**src/rtl/mem_arb_pkg.sv**
```systemverilog
// Shared types and defaults for the unified memory port arbiter.
// Imported by the arbiter and anything that inspects its state.
package mem_arb_pkg;

   localparam int DEF_ADDR_W   = 32;
   localparam int DEF_DATA_W   = 32;
   localparam int DEF_MAX_WAIT = 4;

   typedef enum logic [1:0] {
      IDLE,
      BUSY_I,
      BUSY_D
   } arb_state_e;

   typedef enum logic {
      OWN_I,
      OWN_D
   } owner_e;

   function automatic owner_e owner_of(arb_state_e s);
      return (s == BUSY_D) ? OWN_D : OWN_I;
   endfunction

endpackage

```
**src/rtl/mem_port_arbiter.sv**
```systemverilog
// Shares one single-ported memory between fetch and the MEM stage.
// Data has priority; a starve counter bounds how long fetch waits.
import mem_arb_pkg::*;

module mem_port_arbiter #(
   parameter int ADDR_W   = DEF_ADDR_W,
   parameter int DATA_W   = DEF_DATA_W,
   parameter int MAX_WAIT = DEF_MAX_WAIT
) (
   input  logic              clk,
   input  logic              rst,
   input  logic              if_req,
   input  logic [ADDR_W-1:0] if_addr,
   output logic              if_gnt,
   output logic              if_rvalid,
   output logic [DATA_W-1:0] if_rdata,
   input  logic              d_req,
   input  logic              d_we,
   input  logic [ADDR_W-1:0] d_addr,
   input  logic [DATA_W-1:0] d_wdata,
   input  logic [DATA_W/8-1:0] d_be,
   output logic              d_gnt,
   output logic              d_rvalid,
   output logic [DATA_W-1:0] d_rdata,
   output logic              mem_req,
   output logic              mem_we,
   output logic [ADDR_W-1:0] mem_addr,
   output logic [DATA_W-1:0] mem_wdata,
   output logic [DATA_W/8-1:0] mem_be,
   input  logic              mem_ack,
   input  logic [DATA_W-1:0] mem_rdata
);

   localparam int CNT_W = $clog2(MAX_WAIT + 1);
   localparam logic [CNT_W-1:0] CNT_MAX = CNT_W'(MAX_WAIT);

   arb_state_e       state;
   logic [CNT_W-1:0] starve;
   logic             starved;
   logic             idle;
   logic             unused_lsbs;

   // byte offset bits never reach the word-addressed memory
   assign unused_lsbs = ^{if_addr[1:0], d_addr[1:0]};

   assign idle    = (state == IDLE);
   assign starved = (starve == CNT_MAX);

   // data wins unless fetch has waited too long; an absent fetch
   // never blocks data. Reset masks grants so outputs clear at once.
   assign d_gnt  = rst & idle & d_req & (~starved | ~if_req);
   assign if_gnt = rst & idle & if_req & ~d_gnt;

   // transaction FSM: latch request on grant, finish on first ack
   always_ff @(posedge clk or negedge rst) begin
      if (!rst) begin
         state     <= IDLE;
         mem_req   <= 1'b0;
         mem_we    <= 1'b0;
         mem_addr  <= '0;
         mem_wdata <= '0;
         mem_be    <= '0;
         if_rvalid <= 1'b0;
         d_rvalid  <= 1'b0;
         if_rdata  <= '0;
         d_rdata   <= '0;
      end else begin
         if_rvalid <= 1'b0;
         d_rvalid  <= 1'b0;
         unique case (state)
            IDLE: begin
               if (d_gnt) begin
                  state     <= BUSY_D;
                  mem_req   <= 1'b1;
                  mem_we    <= d_we;
                  mem_addr  <= {d_addr[ADDR_W-1:2], 2'b00};
                  mem_wdata <= d_wdata;
                  mem_be    <= d_be;
               end else if (if_gnt) begin
                  state     <= BUSY_I;
                  mem_req   <= 1'b1;
                  mem_we    <= 1'b0;
                  mem_addr  <= {if_addr[ADDR_W-1:2], 2'b00};
                  mem_wdata <= '0;
                  mem_be    <= '1;
               end
            end
            BUSY_I, BUSY_D: begin
               if (mem_ack) begin
                  state   <= IDLE;
                  mem_req <= 1'b0;
                  if (owner_of(state) == OWN_D) begin
                     d_rvalid <= 1'b1;
                     d_rdata  <= mem_rdata;
                  end else begin
                     if_rvalid <= 1'b1;
                     if_rdata  <= mem_rdata;
                  end
               end
            end
            default: state <= IDLE;
         endcase
      end
   end

   // count data grants that bypassed a waiting fetch, saturating
   always_ff @(posedge clk or negedge rst) begin
      if (!rst) begin
         starve <= '0;
      end else if (if_gnt) begin
         starve <= '0;
      end else if (d_gnt && if_req && !starved) begin
         starve <= starve + CNT_W'(1);
      end
   end

endmodule

```
**config.mk**
```make
export PLATFORM = sky130hd
export DESIGN_NAME = mem_port_arbiter
export DESIGN_NICKNAME = d
export VERILOG_FILES = /design/src/rtl/mem_arb_pkg.sv /design/src/rtl/mem_port_arbiter.sv
export SDC_FILE = /design/constraint.sdc
export NUM_CORES = 1
export LEC_CHECK = 0
export CELL_PAD_IN_SITES_DETAIL_PLACEMENT = 1
export CELL_PAD_IN_SITES_GLOBAL_PLACEMENT = 2
export CORE_MARGIN = 2
export CORE_UTILIZATION = 27
export CTS_CLUSTER_DIAMETER = 80
export DETAILED_ROUTE_END_ITERATION = 8
export HOLD_SLACK_MARGIN = 0.15
export PLACE_DENSITY_LB_ADDON = 0.1
export SYNTH_ARGS = -nofsm -noshare
export SYNTH_HDL_FRONTEND = slang
export SYNTH_SLANG_ARGS = --single-unit
```
**constraint.sdc**
```tcl
create_clock -name clk -period 5.1 [get_ports clk]
set_input_delay 1.275 -clock clk [delete_from_list [all_inputs] [get_ports clk]]
set_output_delay 1.275 -clock clk [all_outputs]
set_load 0.02 [all_outputs]
```
# After elaboration in Yosys (flattened, before gate mapping)
# Index checks and enable logic that the tools add are counted.
[op_classes] eq_ne=5 reduce_logical=13 n_bitwise=10 mux=25 add_sub_neg=1
[ops] operator="$mux 32" n=4
[ops] operator="$mux 1" n=12
[ops] operator="$reduce_and 3->1" n=3
[ops] operator="$mux 4" n=2
[ops] operator="$mux 2" n=3
[ops] operator="$mux 3" n=2
[ops] operator="$reduce_bool 2->1" n=3
[ops] operator="$and 1x1->1" n=5
[ops] operator="$not 1->1" n=4
[ops] operator="$pmux 2 s2" n=1
[ops] operator="$reduce_and 2->1" n=2
[ops] operator="$add 3x1->3 const B" n=1
[ops] operator="$eq 3x3->1 const B" n=1
[ops] operator="$ne 3x3->1 const B" n=1
[ops] operator="$eq 2x1->1 const B" n=1
[ops] operator="$eq 2x2->1 const B" n=1
[ops] operator="$logic_and 1x1->1" n=2
[ops] operator="$logic_not 2->1" n=1
[ops] operator="$ne 2x2->1 const B" n=1
[ops] operator="$pmux 1 s2" n=1
[ops] operator="$reduce_or 2->1" n=1
[ops] operator="$logic_not 1->1" n=1
[ops] operator="$or 1x1->1" n=1
[word_totals] input_bits=138 out_inout_bits=138 elab_cells=65 reg_bits=141

# Longest topological paths before layout
# Gate-level depths: netlist (run 1).
[logic_depth] word_depth=9 mapped_depth=8 mapped_depth_nobuf=6

# Least setup slack after synthesis (run 1)
# Ideal clock, no wire load.
[synth_timing] path_type="input to output" from="in if_req" to="out d_gnt" arrival_time_ns=1.969 path_slack_ns=1.856 n_path_buf=2 required_time_ns=3.825 stages=5 cell_sequence="nand3_1 > nand4_2 > inv_2 > buf_6 > buf_2"
[synth_between] elab_chain_cells=3
[synth_lines] item="from (decl)" line="mem_port_arbiter.sv:12" text="input logic if_req,"
[synth_lines] item="$not 1->1" line="mem_port_arbiter.sv:51" text="assign d_gnt = rst & idle & d_req & (~starved | ~if_req);"
[synth_lines] item="$or 1x1->1" line="mem_port_arbiter.sv:51"
[synth_lines] item="$and 1x1->1" line="mem_port_arbiter.sv:51"
[synth_lines] item="to (decl)" line="mem_port_arbiter.sv:22" text="output logic d_gnt,"
# Every way passes these cells.

# Final worst setup path (run 1)
[layout_timing] from="in if_req" to="out if_gnt"
[layout_between] elab_chain_cells=5 word_cells_on_any_way=6 cone_classes="bitwise: 6"
[layout_lines] item="$not 1->1" line="mem_port_arbiter.sv:51"
[layout_lines] item="$or 1x1->1" line="mem_port_arbiter.sv:51"
[layout_lines] item="$and 1x1->1" line="mem_port_arbiter.sv:51"
[layout_lines] item="$not 1->1" line="mem_port_arbiter.sv:52" text="assign if_gnt = rst & idle & if_req & ~d_gnt;"
[layout_lines] item="$and 1x1->1 *" line="mem_port_arbiter.sv:52"
[layout_lines] item="to (decl)" line="mem_port_arbiter.sv:14" text="output logic if_gnt,"
# Mark *: on every way between the ends. The rest lies on a longest branch, timed or not.

==> results of run 1 <==
-- power by group --
| part | internal [uW] | switching, uW |
|---|---|---|
| registers | 1610 | 266 |
| logic | 1400 | 1270 |
| clock network | 679 | 505 |
| total | 3680 | 2040 |
-- logic make-up (layout without fill, tap and decap cells) --
family          count (synthesis)  count (layout)  share of synthesized area [%]
mux                            65              65                           13.5
simple gates                   46              46                           5.00
buf+inv                        34             315                           3.46
other cells                     1               2                         0.0691
compound gates                 78              78                           13.0
flops                         139             139                           64.1
fa+ha+maj                       4               4                          0.922
-- sequential cells by signal, summed over array words and instances, names as in the netlist, 2 cells and up --
| register | flops |
|---|---|
| mem_addr | 30 |
| mem_wdata | 32 |
| mem_be | 4 |
| starve | 3 |
| state | 2 |
| if_rdata | 32 |
| d_rdata | 32 |
-- synth_stat cells (all sizes together) --
cell | n | area (sq um)
a221o | 30 | 300
buf | 24 | 150
a32o | 1 | 10.0
inv | 8 | 30.0
a22o | 34 | 298
ha | 4 | 50.1
conb | 1 | 3.75
nand3 | 4 | 20.0
a21o | 1 | 7.51
o22a | 4 | 35.0
mux2i | 1 | 10.0
o211a | 1 | 10.0
o21ai | 2 | 10.0
and2 | 30 | 188
nand2 | 7 | 26.3
o22ai | 1 | 6.26
mux2 | 64 | 721
dfrtp | 139 | 3480
nor2b | 1 | 6.26
or2 | 1 | 6.26
nand2b | 2 | 12.5
o211ai | 3 | 22.5
a21oi | 1 | 5.00
clkbuf | 2 | 7.51
nand4 | 1 | 12.5
-- stage by stage --
step | total power [uW] | instances | worst slack, ns | instance area [sq um]
detailed placement | 4590 | 882 | 0.795 | 8340
global route | 6050 | 914 | 0.695 | 8910
finish | 5730 | 914 | 0.776 | 8910
floorplan | 3210 | 368 | 1.86 | 5430
CTS | 5830 | 914 | 0.786 | 8910
global placement | 4520 | 882 | 0.830 | 8340
-- worst max path at each step --
stage,from,endpoint,slack (ns),cells after the start
2_1_floorplan,if_req,d_gnt,1.86,5
3_3_place_gp,if_req,if_gnt,0.83,5
3_5_place_dp,if_req,d_gnt,0.79,5
4_1_cts,if_req,if_gnt,0.79,5
5_1_grt,if_req,if_gnt,0.70,5
6_report,if_req,if_gnt,0.78,5
-- cell type report --
class | instances | area, sq um | area share, %
repair buffers | 275 | 2740 | 30.7
clock buffers | 18 | 429 | 4.82
well taps | 265 | 332 | 3.72
clock inverters | 14 | 135 | 1.52
flip-flops and latches | 139 | 3480 | 39.1
inverters | 8 | 30.0 | 0.337
multi-input cells | 195 | 1760 | 19.8
-- per-layer routing --
layer,global-route usage (%),vias up,wire [um]
li1,-,1884,-
met1,19.0,2124,6890
met2,27.0,196,8290
met3,8.56,18,1940
met4,5.44,0,292
met5,0,-,0
==> reports/results.txt, run 1 <==
Initial DRC Count - 178
Diode count - 0
Post-CTS setup buffer count - 0
Power per cell area - 643 mW/mm^2
Distinct cell type count after synthesis - 29
Worst Hold End - mem_be[3]
Type of the worst setup path - in2out
CTS Buf Count - 17
First-pass GRT wire length - 27300 um
Worst-path cell chain - clkdlybuf4s50_1 -> nand3_1 -> a21o_1 -> inv_1 -> clkdlybuf4s50_1
Syn Inst Count - 367
Die width - 146 um
WP data required - 3.83 ns
Initial antenna violation count - 0
Fin. Hold Viols - 0
Vias - 4222
Final global-route overflow total - 0
Unrepaired setup endpoints after global routing - no
Slew @ Worst Pin - 0.913 ns
# Max-Cap Violations - 0
Mean Syn Cell Area - 14.8 sq um
Drt total wl - 17400 um
Clock tree buffer depth - 2
Leak - 0.00377 uW
Synth-to-Final Area Change - 64.1%
GRT Total Usage - 16.6%
I/O Buffers - 269
Outcome - finished, final reports clean
Cell row count - 51
Critical Path End Type - primary output
Minimum clock period after layout - 4.32 ns
Final core utilization - 45.5%
Vias per std cell - 4.62
FF-to-FF End - mem_addr[24]
Clock root buffer - clkbuf_16
Share of cells above drive strength 1 - 16.2%
Period utilisation layout - 84.8%
Starting Density - 27.7%
FF-to-FF path depth - 6
Initial DRT Pass Iterations - 4
Max Freq - 231 MHz
Global placer's final weighted congestion - 0.746
Worst Path Arrival - 3.05 ns
Slowest stage cell, crit path - clkdlybuf4s50_1
Post-Syn Area - 0.00543 sq mm
Fin nets - 778
DP HPWL - 12400 um
# IOs - 276
Final setup fails - 0
Max-Slew Margin vs Limit - 39.1%
FF+latch count, synth - 139
Worst vdd ir - 0.229 mV
WP buf/inv - 3
Post-CTS Resized - 0
Die Span Y - 146 um
Number of global-route vias before repair - 4795
Area of the core - 0.0196 sq mm
Max Slew Vio Count - 0
Most frequent cells in the layout - clkdlybuf4s50_1 (268), dfrtp_1 (139), mux2_2 (64)
Slowest stage delay, CP - 0.63 ns
Antenna-violating nets left - 0
Sink Count - 139
RR Startpoint - state[0]
Hold crit path type - reg2reg
# DRC - 0
CTS clk-pin slew, worst paths - 0.06 ns
# hold bufs at CTS - 0
CP max FO - 7
CTS tree - done
Hold depth - 1
TNS Setup - 0 ns
Commonest non-fill, non-tap cell in the layout - clkdlybuf4s50_1
Seq/Total Area, Yosys - 64.1%
H-Tree Depth - 4
Routed wire per std cell - 19.1 um
Yosys warns - 0
Hold wc startpoint - mem_be[3]
Skew-Pair Late Insertion Delay - 0.42 ns
Clock skew - 0.00915 ns
CP dominant cell by count - clkdlybuf4s50_1
Pin count of the biggest net entering global routing - 67
Top Family by Delay on Critical Path - buffers and inverters
Hold slack - 0.498 ns
Startpoint Class - input port
R2R setup slack - 2.91 ns
Fillers - 2053
Die area - 0.0212 sq mm
(Power assumes the default switching activity.)
==> run 2, diff against run 1 <==
CORE_UTILIZATION = 25   (was 27)
clock period = 4.4 ns   (was 5.1 ns; I/O delays follow)
==> reports/results.txt, run 2 (synthesis gave the netlist of run 1 again) <==
Max-Slew Margin vs Limit - 31.3% (-7.8 points)
Global placer's final weighted congestion - 0.685 (-8.1%)
Minimum clock period after layout - 3.94 ns
GRT Total Usage - 14.9% (-1.8 points)
Number of global-route vias before repair - 4751 (-0.92%)
# DRC - 0 (unchanged)
Worst-path cell chain - clkdlybuf4s50_1 -> nand3_1 -> a21o_1 -> inv_1 -> clkdlybuf4s50_1
Final setup fails - 0 (unchanged)
Initial DRC Count - 134 (-25%)
I/O Buffers - 269 (unchanged)
Routed wire per std cell - 18.5 um (-3.0%)
Critical path depth - 5 (unchanged)
Slowest stage cell, crit path - clkdlybuf4s50_1
Type of the worst setup path - in2out
Critical Path End Type - primary output
Hold crit path type - in2async
FF-to-FF End - mem_addr[22]
Max Freq - 254 MHz
Post-route cell area - 0.00893 sq mm (+0.27%)
Initial antenna violation count - 0 (unchanged)
WP data required - 3.30 ns (-0.53 ns)
Die width - 151 um (+3.8%)
Worst vdd ir - 0.263 mV (+15%)
Post-CTS setup buffer count - 0 (unchanged)
Antenna-violating nets left - 0 (unchanged)
# Max-Cap Violations - 0 (unchanged)
Most frequent cells in the layout - clkdlybuf4s50_1 (268), dfrtp_1 (139), mux2_2 (64)
Clock skew - 0.00565 ns (-0.00349 ns)
Startpoint Class - input port
# IOs - 276 (unchanged)
Slowest stage delay, CP - 0.63 ns (about the same)
CTS tree - done
Largest regs - d_rdata: 32 flops, if_rdata: 32 flops, mem_wdata: 32 flops
Worst Path Arrival - 2.84 ns (-0.21 ns)
Skew-Pair Late Insertion Delay - 0.41 ns (about the same)
CTS Buf Count - 17 (unchanged)
Fin nets - 778 (unchanged)
Die Span Y - 151 um (+3.8%)
H-Tree Depth - 4 (unchanged)
Final global-route overflow total - 0 (unchanged)
FF-to-FF path depth - 6 (unchanged)
First-pass GRT wire length - 25800 um (-5.4%)
Placed cell areas - 0.00836 sq mm (+0.15%)
Diode count - 0 (unchanged)
Outcome - finished, final reports clean
DP HPWL - 11900 um (-3.5%)
Cell row count - 53 (+3.9%)
R2R setup slack - 2.24 ns (-0.67 ns)
WP buf/inv - 3 (unchanged)
Die area - 0.0229 sq mm (+7.8%)
Sink Count - 139 (unchanged)
Clock root buffer - clkbuf_16
Fillers - 2187 (+6.5%)
TNS Setup - 0 ns (unchanged)
Total power - 6650 uW (+16%)
CP max FO - 7 (unchanged)
Pin count of the biggest net entering global routing - 81 (+21%)
Top Family by Delay on Critical Path - buffers and inverters
Area of the core - 0.0212 sq mm (+8.0%)
Power per cell area - 745 mW/mm^2 (+16%)
Drt total wl - 17100 um (-1.9%)
# hold bufs at CTS - 0 (unchanged)
RR Startpoint - state[0]
Clock tree buffer depth - 2 (unchanged)
Unrepaired setup endpoints after global routing - no
Commonest non-fill, non-tap cell in the layout - clkdlybuf4s50_1
Share of cells above drive strength 1 - 16.2% (unchanged)
Hold slack - 0.480 ns (-0.0178 ns)
CP dominant cell by count - clkdlybuf4s50_1
Slew @ Worst Pin - 1.03 ns (+0.117 ns)
CTS clk-pin slew, worst paths - 0.06 ns (about the same)
Period utilisation layout - 89.5%
Starting Density - 25.7% (-2.0 points)
Fin. Hold Viols - 0 (unchanged)
Vias per std cell - 4.56 (-1.2%)
Max Slew Vio Count - 0 (unchanged)
Initial DRT Pass Iterations - 5 (+1)
Leak - 0.00379 uW (+0.49%)
Post-CTS Resized - 0 (unchanged)
Vias - 4216 (-0.14%)
Synth-to-Final Area Change - 64.6%
[run 2: cell count changes in the layout (fill, tap and decap cells not counted)]
cell	previous run	this run
clkinv_2	1	4
clkinvlp_4	6	3
clkinv_4	0	2
inv_6	5	3
bufinv_16	1	2
inv_8	1	0
[run 2: final cells by class]
class,count,area [sq um],area share (%)
inverters,8,30.0,0.336
well taps,275,344,3.85
clock inverters,14,146,1.64
clock buffers,18,429,4.81
repair buffers,275,2740,30.7
multi-input cells,195,1760,19.8
flip-flops and latches,139,3480,38.9
[run 2: worst max path at each step]
stage               slack, ns     end    from
floorplan                1.51   d_gnt  if_req
global placement         0.48  if_gnt  if_req
detailed placement       0.48  if_gnt  if_req
CTS                      0.47  if_gnt  if_req
global route             0.37  if_gnt  if_req
finish                   0.46  if_gnt  if_req
[run 2: where the power goes]
part	total [uW]	switching, uW	internal [uW]
Clock	1400	564	837
Sequential	2180	313	1870
Combinational	3070	1460	1620
[run 2: stage by stage]
stage          setup slack, ns  util, %  cells
5_1_grt                  0.367     42.2    924
4_1_cts                  0.468     42.2    924
3_3_place_gp             0.483     39.5    892
6_report                 0.461     42.2    924
3_5_place_dp             0.480     39.5    892
2_1_floorplan             1.51        -    368
[run 2: per-layer routing]
metal / vias to the layer above / wire length [um] / track usage, %
met3: 16 / 1660 / 6.42
met1: 2142 / 6860 / 17.2
met4: 0 / 212 / 4.95
met2: 177 / 8340 / 24.7
li1: 1881 / - / -
met5: - / 0 / 0
